$ cat src/rtl/ram_vec_pkg.sv
// Shared types for the RAM vector engine: operation codes and FSM states.
package ram_vec_pkg;

  typedef enum logic [1:0] {
    OP_ADD = 2'd0,
    OP_SUB = 2'd1,
    OP_AND = 2'd2,
    OP_XOR = 2'd3
  } op_e;

  typedef enum logic [1:0] {
    S_IDLE = 2'd0,
    S_RUN  = 2'd1,
    S_DONE = 2'd2
  } state_e;

endpackage

$ cat src/rtl/ram_vec_alu.sv
// Combinational element operator; flag is carry-out for ADD and borrow for SUB.
module ram_vec_alu
  import ram_vec_pkg::*;
#(
  parameter int DATA_WIDTH = 8
) (
  input  op_e                   op,
  input  logic [DATA_WIDTH-1:0] a,
  input  logic [DATA_WIDTH-1:0] b,
  output logic [DATA_WIDTH-1:0] result,
  output logic                  flag
);

  // One extra bit captures carry on add and borrow (a < b) on subtract.
  function automatic logic [DATA_WIDTH:0] add_ext(input logic [DATA_WIDTH-1:0] x,
                                                  input logic [DATA_WIDTH-1:0] y);
    return {1'b0, x} + {1'b0, y};
  endfunction

  function automatic logic [DATA_WIDTH:0] sub_ext(input logic [DATA_WIDTH-1:0] x,
                                                  input logic [DATA_WIDTH-1:0] y);
    return {1'b0, x} - {1'b0, y};
  endfunction

  logic [DATA_WIDTH:0] ext;

  always_comb begin
    ext    = '0;
    result = '0;
    flag   = 1'b0;
    unique case (op)
      OP_ADD: begin
        ext    = add_ext(a, b);
        result = ext[DATA_WIDTH-1:0];
        flag   = ext[DATA_WIDTH];
      end
      OP_SUB: begin
        ext    = sub_ext(a, b);
        result = ext[DATA_WIDTH-1:0];
        flag   = ext[DATA_WIDTH];
      end
      OP_AND: result = a & b;
      OP_XOR: result = a ^ b;
      default: result = '0;
    endcase
  end

endmodule

$ cat src/rtl/ram_vec_engine.sv
// Command-driven vector engine: mem[dst+i] = op(mem[src0+i], mem[src1+i]), one element per clock.
module ram_vec_engine
  import ram_vec_pkg::*;
#(
  parameter int ADDR_WIDTH = 3,
  parameter int DATA_WIDTH = 8
) (
  input  logic                  clk,
  input  logic                  rst_n,
  input  logic                  cmd_valid,
  output logic                  cmd_ready,
  input  logic [1:0]            cmd_op,
  input  logic [ADDR_WIDTH-1:0] cmd_src0,
  input  logic [ADDR_WIDTH-1:0] cmd_src1,
  input  logic [ADDR_WIDTH-1:0] cmd_dst,
  input  logic [ADDR_WIDTH:0]   cmd_len,
  output logic [ADDR_WIDTH-1:0] r_addr0,
  output logic [ADDR_WIDTH-1:0] r_addr1,
  input  logic [DATA_WIDTH-1:0] r_data0,
  input  logic [DATA_WIDTH-1:0] r_data1,
  output logic [ADDR_WIDTH-1:0] w_addr,
  output logic [DATA_WIDTH-1:0] w_data,
  output logic                  write_enable,
  output logic                  busy,
  output logic                  done,
  output logic                  ovf
);

  state_e                state_q, state_d;
  op_e                   op_q;
  logic [ADDR_WIDTH-1:0] src0_q, src1_q, dst_q;
  logic [ADDR_WIDTH:0]   len_q, idx_q;
  logic                  ovf_q;
  logic [DATA_WIDTH-1:0] alu_result;
  logic                  alu_flag;
  logic                  last_elem;

  ram_vec_alu #(.DATA_WIDTH(DATA_WIDTH)) u_alu (
    .op     (op_q),
    .a      (r_data0),
    .b      (r_data1),
    .result (alu_result),
    .flag   (alu_flag)
  );

  assign last_elem = (idx_q + {{ADDR_WIDTH{1'b0}}, 1'b1}) == len_q;

  always_comb begin
    state_d = state_q;
    unique case (state_q)
      S_IDLE: if (cmd_valid) state_d = (cmd_len == '0) ? S_DONE : S_RUN;
      S_RUN:  if (last_elem) state_d = S_DONE;
      S_DONE: state_d = S_IDLE;
      default: state_d = S_IDLE;
    endcase
  end

  // RAM-side outputs are pure decodes of state so reset silences them immediately.
  always_comb begin
    r_addr0      = '0;
    r_addr1      = '0;
    w_addr       = '0;
    w_data       = '0;
    write_enable = 1'b0;
    if (state_q == S_RUN) begin
      r_addr0      = src0_q + idx_q[ADDR_WIDTH-1:0];
      r_addr1      = src1_q + idx_q[ADDR_WIDTH-1:0];
      w_addr       = dst_q + idx_q[ADDR_WIDTH-1:0];
      w_data       = alu_result;
      write_enable = 1'b1;
    end
  end

  assign cmd_ready = (state_q == S_IDLE);
  assign busy      = (state_q != S_IDLE);
  assign done      = (state_q == S_DONE);
  assign ovf       = ovf_q;

  always_ff @(posedge clk or negedge rst_n) begin
    if (!rst_n) begin
      state_q <= S_IDLE;
      op_q    <= OP_ADD;
      src0_q  <= '0;
      src1_q  <= '0;
      dst_q   <= '0;
      len_q   <= '0;
      idx_q   <= '0;
      ovf_q   <= 1'b0;
    end else begin
      state_q <= state_d;
      unique case (state_q)
        S_IDLE: if (cmd_valid) begin
          op_q   <= op_e'(cmd_op);
          src0_q <= cmd_src0;
          src1_q <= cmd_src1;
          dst_q  <= cmd_dst;
          len_q  <= cmd_len;
          idx_q  <= '0;
          ovf_q  <= 1'b0;
        end
        S_RUN: begin
          idx_q <= idx_q + {{ADDR_WIDTH{1'b0}}, 1'b1};
          if (alu_flag) ovf_q <= 1'b1;
        end
        default: ;
      endcase
    end
  end

endmodule
$ cat config.mk
export PLATFORM = sky130hd
export DESIGN_NAME = ram_vec_engine
export DESIGN_NICKNAME = d
export VERILOG_FILES = /design/src/rtl/ram_vec_pkg.sv /design/src/rtl/ram_vec_alu.sv /design/src/rtl/ram_vec_engine.sv
export SDC_FILE = /design/constraint.sdc
export NUM_CORES = 1
export LEC_CHECK = 0
export CAP_MARGIN = 0
export CORE_MARGIN = 1
export CORE_UTILIZATION = 54
export DETAILED_ROUTE_END_ITERATION = 10
export GPL_ROUTABILITY_DRIVEN = 0
export PLACE_DENSITY = 0.92
export SLEW_MARGIN = 20
export SYNTH_ARGS = -nofsm -noshare
export SYNTH_HDL_FRONTEND = slang
export SYNTH_SLANG_ARGS = --single-unit
$ cat constraint.sdc
create_clock -name clk -period 3.8 [get_ports clk]
set_clock_uncertainty 0.15 [all_clocks]
set_input_delay 0.76 -clock clk [delete_from_list [all_inputs] [get_ports clk]]
set_output_delay 0.76 -clock clk [all_outputs]
set_load 0.005 [all_outputs]
Word level (Yosys, flattened, before mapping). Cells that the tools add are included.

Register bits: 22. Output and inout bits: 22.

Add/subtract/negate cells: 6. Equal/unequal tests: 9. Mux-type cells: 16. Bitwise operators: 2. Reductions and logical operators: 9.

Operators by type and width (number): $pmux 8 s4 (1); $add 3x3->3 (3); $add 8x8->9 (1); $mux 3 (3); $sub 8x8->9 (1); $and 8x8->8 (1); $mux 8 (1); $pmux 4 s2 (1); $xor 8x8->8 (1); $eq 2x2->1 const B (3); $mux 2 (3); $ne 2x2->1 const B (3); $reduce_and 2->1 (3); $add 4x1->4 const B (1); $eq 2x1->1 const B (2); $eq 4x4->1 (1); $logic_not 2->1 (2); $logic_not 4->1 (1); $mux 4 (1); $pmux 1 s2 (2); $pmux 2 s2 (1); $reduce_bool 2->1 (2); $mux 1 (3); $reduce_and 3->1 (1).

Depth between registers and ports, before layout.
Depth in word-level cells: 4. Gate-level depth with buffers: 9. Gate-level depth less buffers: 9.

Hierarchy. From an unflattened synthesis, not the netlist that was laid out.

Cell total of the unflattened synthesis: 247. Area total of the unflattened synthesis: 2194.6 sq um.

Modules (own cells, without submodules): ram_vec_engine (instances 1, cells each 115, area each 1261.2 sq um, seq. area each 550.5 sq um); ram_vec_alu (instances 1, cells each 132, area each 933.4 sq um, seq. area each 0.0 sq um).

Worst setup path after synthesis. No wires, ideal clock.

Kind: input to output. Start: input r_data0[0]. End: output w_data[6]. Data arrival time: 2240 ps. Required time: 2890 ps. Path slack: 650 ps. Cell stages on the path: 9. Path buffers: 0. Cell sequence: inv_1 ha_1 inv_1 fa_1 a211oi_2 o21bai_1 a211oi_2 xor2_1 o22ai_1.

Longest elaborated chain between the ends: 3. Elaborated cells on any way between the ends: 4.

RTL lines: start, declared (RTL line ram_vec_engine.sv:19) `input logic [DATA_WIDTH-1:0] r_data0,`; $sub 8x8->9 or $add 8x8->9 (tied branches) (RTL line ram_vec_alu.sv:22, ram_vec_alu.sv:17); $pmux 8 s4 (*) (RTL line ram_vec_alu.sv:31) `unique case (op)`; $mux 8 (*) (RTL line ram_vec_engine.sv:65) `if (state_q == S_RUN) begin`; end, declared (RTL line ram_vec_engine.sv:22) `output logic [DATA_WIDTH-1:0] w_data,`.

Mark *: on every way between the ends. The rest lies on a longest branch, timed or not.

Worst setup path after layout.
Start: input r_data1[0]. End: output w_data[4].

Longest elaborated chain between the ends: 3. Elaborated cells on any way between the ends: 4.

RTL lines: start, declared (RTL line ram_vec_engine.sv:20) `input logic [DATA_WIDTH-1:0] r_data1,`; $sub 8x8->9 or $add 8x8->9 (tied branches) (RTL line ram_vec_alu.sv:22, ram_vec_alu.sv:17); $pmux 8 s4 (*) (RTL line ram_vec_alu.sv:31); $mux 8 (*) (RTL line ram_vec_engine.sv:65).

Marked as above.

==> impl_metrics.csv <==
group,metric,value,unit
yosys,syn_area_per_cell,9.202,sq um
critical_path,slowest_stage,"fa_2",
timing,max_slew.worst_pin.slew,0.9752,ns
yosys,syn_area,2181,sq um
critical_path,cp.required,2.89,ns
critical_path,rr_worst_depth,3,
timing,fin_crit_sh,97.92,%
drt,drc,0,
clocking,cts.htree.levels,1,
global_routing,overflow,0,
timing,setup_slack,0.07917,ns
floorplanning,core,3771,sq um
timing,post-route-min-period,3.721,ns
yosys,ys_ff_latch,22,
drt,wl_per_cell,15.98,um
critical_path,start_kind,"input pin",
drt,routed-via-count,2100,
global_routing,grt_pass1_wl,9439,um
placement,post-dp-hpwl,4235,um
timing,slew_headroom,34.79,%
clocking,clock-root-buffer,"clkbuf_8",
yosys,synthFlopType,"dfrtp_1",
yosys,synth_simple_gate_area_share,15.61,%
placement,dp_worst_setup_slack,-0.4727,ns
finish,nFillCells,249,
power_and_ir_drop,ir_drop,0.5714,mV
power_and_ir_drop,switching_power,0.7583,mW
global_routing,grt_pass1_vias,2100,
timing,setup_violations,0,
yosys,seq_area_frac_synth,25.24,%
drt,drt_pre_antenna_iters,4,
yosys,synth_nets,296,
power_and_ir_drop,combPwrFrac,64.8,%
hold_path,min_from,"src0_q[0]$_DFFE_PN0P_",
clocking,cts.sinks,22,
drt,ant_nets,0,
timing,hold_violations,0,
timing,setup_tns,0,ns
finish,area_growth,40.10,%
power_and_ir_drop,seq_power_share,26.5,%
floorplanning,initial_core_util,57.83,%
drt,viasPerCell,5.850,
yosys,synth_fa_ha_area_share,16.06,%
finish,fin_nets,371,
clocking,cts_tree,"built",
run_status,status,"complete, no violations",
run,cap_violations,0,
floorplanning,ios,56,
global_routing,grt_max_degree,23,
drt,drt_iter0_drc,188,
power_and_ir_drop,p_leak,1.347,nW
timing,holdWs,0.3696,ns
yosys,synth-async-reset-ratio,100.0,%
clocking,clk_latency,0.26,ns
placement,dpl_cell_area,2914,sq um
floorplanning,dieHeight,65.55,um
critical_path,path_max_fanout,2,
critical_path,crit_top_cell,"o211ai_1",
yosys,synth_top_family_by_area,"compound AO/OA/AOI/OAI gates",
hold_path,holdPathStages,1,
global_routing,track_usage,28.28,%
yosys,synthCells,237,
power_and_ir_drop,switching_share,40.28,%
floorplanning,rows,22,
critical_path,rr_startpoint,"state_q[1]$_DFFE_PN0P_",
critical_path,path_class,"input pin to output pin",
critical_path,worst-path-buf-inv,4,
finish,antenna_cells,0,
global_routing,antenna_found_initial,0,
hold_path,hold_path_end,"src0_q[0]$_DFFE_PN0P_",
clocking,cts_made_buffers,3,
finish,layout-drive-gt1-share,23.47,%
yosys,yosysUniqueCellTypes,51,
yosys,synthXorXnorAreaFrac,5.221,%
yosys,synth_edf_count,0,
clocking,postCtsHoldBufs,0,
yosys,yosysTopAreaCell,"dfrtp_1",
critical_path,endpoint_kind,"output pin",
critical_path,r2r-end,"src1_q[1]$_DFFE_PN0P_",
hold_path,hold_class,"flop to flop",
power_and_ir_drop,pwr-share-clk,8.7,%
clocking,cts_buffer_depth,2,
critical_path,slowest_delay,0.34,ns
timing,maxSlewViolCount,0,
power_and_ir_drop,p_per_area,616.1,nW/um^2
yosys,synth_mux_area_share,10.15,%
critical_path,critPathTopFamily,"compound AO/OA/AOI/OAI gates",
drt,drt_wl_total,5738,um
yosys,netlist_top_cells_area,"dfrtp_1 25%, ha_1 11%, mux2_2 7.7%, fa_1 4.6%, nor2_1 3.8%",
yosys,synth_top_area_share,25.24,%
critical_path,regToRegSetupSlack,1.87,ns
critical_path,arrival,2.81,ns
timing,clock.fmax,268.8,MHz
clocking,cts.reportedPaths.clkPinSlew,0.08,ns
floorplanning,die_w,65.55,um
critical_path,cp_cell_sequence,"dlygate4sd2_1, ha_2, inv_2, fa_2, a211oi_2, buf_4, nor2_1, o211ai_1, o211ai_1, a311oi_1, buf_2",
placement,portBuffers,55,
yosys,ys_warn_count,0,
finish,fin_util,81.02,%
floorplanning,fp.dieArea,4297,sq um
finish,finalInstanceArea,3055,sq um
power_and_ir_drop,p_int,1.124,mW
yosys,synth_compound_area_share,21.80,%
[state kept, by name (all words and copies together) (netlist names)]
register / count
len_q: 4
src0_q: 3
state_q: 2
idx_q: 4
src1_q: 3
op_q: 2
dst_q: 3
ovf: 1
[power by group through the flow]
stage	Sequential (mW)	Clock, mW	Combinational (mW)
2_1_floorplan	0.432	0	0.736
3_5_place_dp	0.496	0	1.19
3_3_place_gp	0.486	0	1.14
4_1_cts	0.492	0.168	1.20
5_1_grt	0.516	0.182	1.34
6_report	0.499	0.163	1.22
[worst register-to-register path, cell delays in order, from the launching register on]
cell and delay [ns]:
dfrtp_1 0.46, nor2_1 0.31, and2_1 0.51, mux2_2 0.40
[routing by layer]
metal	wire, um	vias to the layer above	track usage (%)
li1	-	1000	-
met1	2356	1019	32.28
met2	3133	75	56.31
met3	194	6	2.083
met4	54	0	5.707
met5	0	-	0
[cell usage after synthesis, types with 2 or more instances]
library cell,count
nand2b_1,5
a31oi_1,2
a21oi_1,9
nor2b_1,3
nand2_1,7
ha_1,20
nand3_1,3
mux2i_1,3
or4_1,2
a22o_1,4
dfrtp_1,22
a311oi_1,3
o211ai_1,8
clkbuf_1,3
nor2_1,22
o21bai_1,4
a21o_1,2
o21a_1,3
inv_1,18
nor3_1,8
nor4_1,2
a211oi_2,2
and2_1,9
fa_1,5
buf_2,7
o22ai_1,3
xnor2_1,7
xor2_1,6
o21ai_0,9
mux2_2,15
[layout by cell type, fill, tap and decap left out, drive strengths merged, types with 7 or more instances in the layout]
cell           netlist  final
clkdlybuf4s50        0     47
buf                  9     28
nor2                22     22
dfrtp               22     22
ha                  20     20
inv                 18     18
mux2                15     15
a21oi               10     10
and2                 9      9
o21ai                9      9
o211ai               8      8
nor3                 8      8
nand2                7      7
xnor2                7      7
[what timing repair did]
action                                  4_1_cts  5_1_grt
pin swaps                                     3        4
resized for setup                            18       18
gates cloned                                  0        0
setup buffers                                 3        0
endpoints found under the setup margin        6        6
[cells by family (layout without fill, tap and decap cells)]
logic type / count (synthesis) / in the layout
AND/OR/NAND/NOR: 65 / 65
AO/OA/AOI/OAI: 62 / 62
buffers and inverters: 31 / 105
adder cells (fa/ha/maj): 25 / 25
flip-flops: 22 / 22
multiplexers: 19 / 19
XOR/XNOR: 13 / 13
[worst max-delay path by stage]
stage	from	end	slack [ns]	cells after the start
finish	r_data1[0]	w_data[4]	0.08	11
floorplan	r_data0[0]	w_data[6]	0.65	9
global route	r_data1[0]	w_data[4]	-0.005	11
CTS	r_data1[1]	w_data[3]	0.00005	10
global placement	r_data1[0]	w_data[6]	-0.39	10
detailed placement	r_data1[0]	w_data[4]	-0.47	10
[stage by stage]
stage | total power, mW | cells
floorplan | 1.168 | 237
global placement | 1.624 | 352
detailed placement | 1.689 | 352
CTS | 1.865 | 359
global route | 2.037 | 359
finish | 1.883 | 359
[area by class of cell]
class	instances	area [sq um]	share of cell area, %
Clock buffer	4	55.05	1.802
Inverter	19	71.32	2.334
Multi-Input combinational cell	184	1583	51.80
Sequential cell	22	550.5	18.02
Tap cell	48	60.06	1.966
Timing Repair Buffer	82	735.7	24.08
Note: power is estimated with default switching activity, not from simulation.
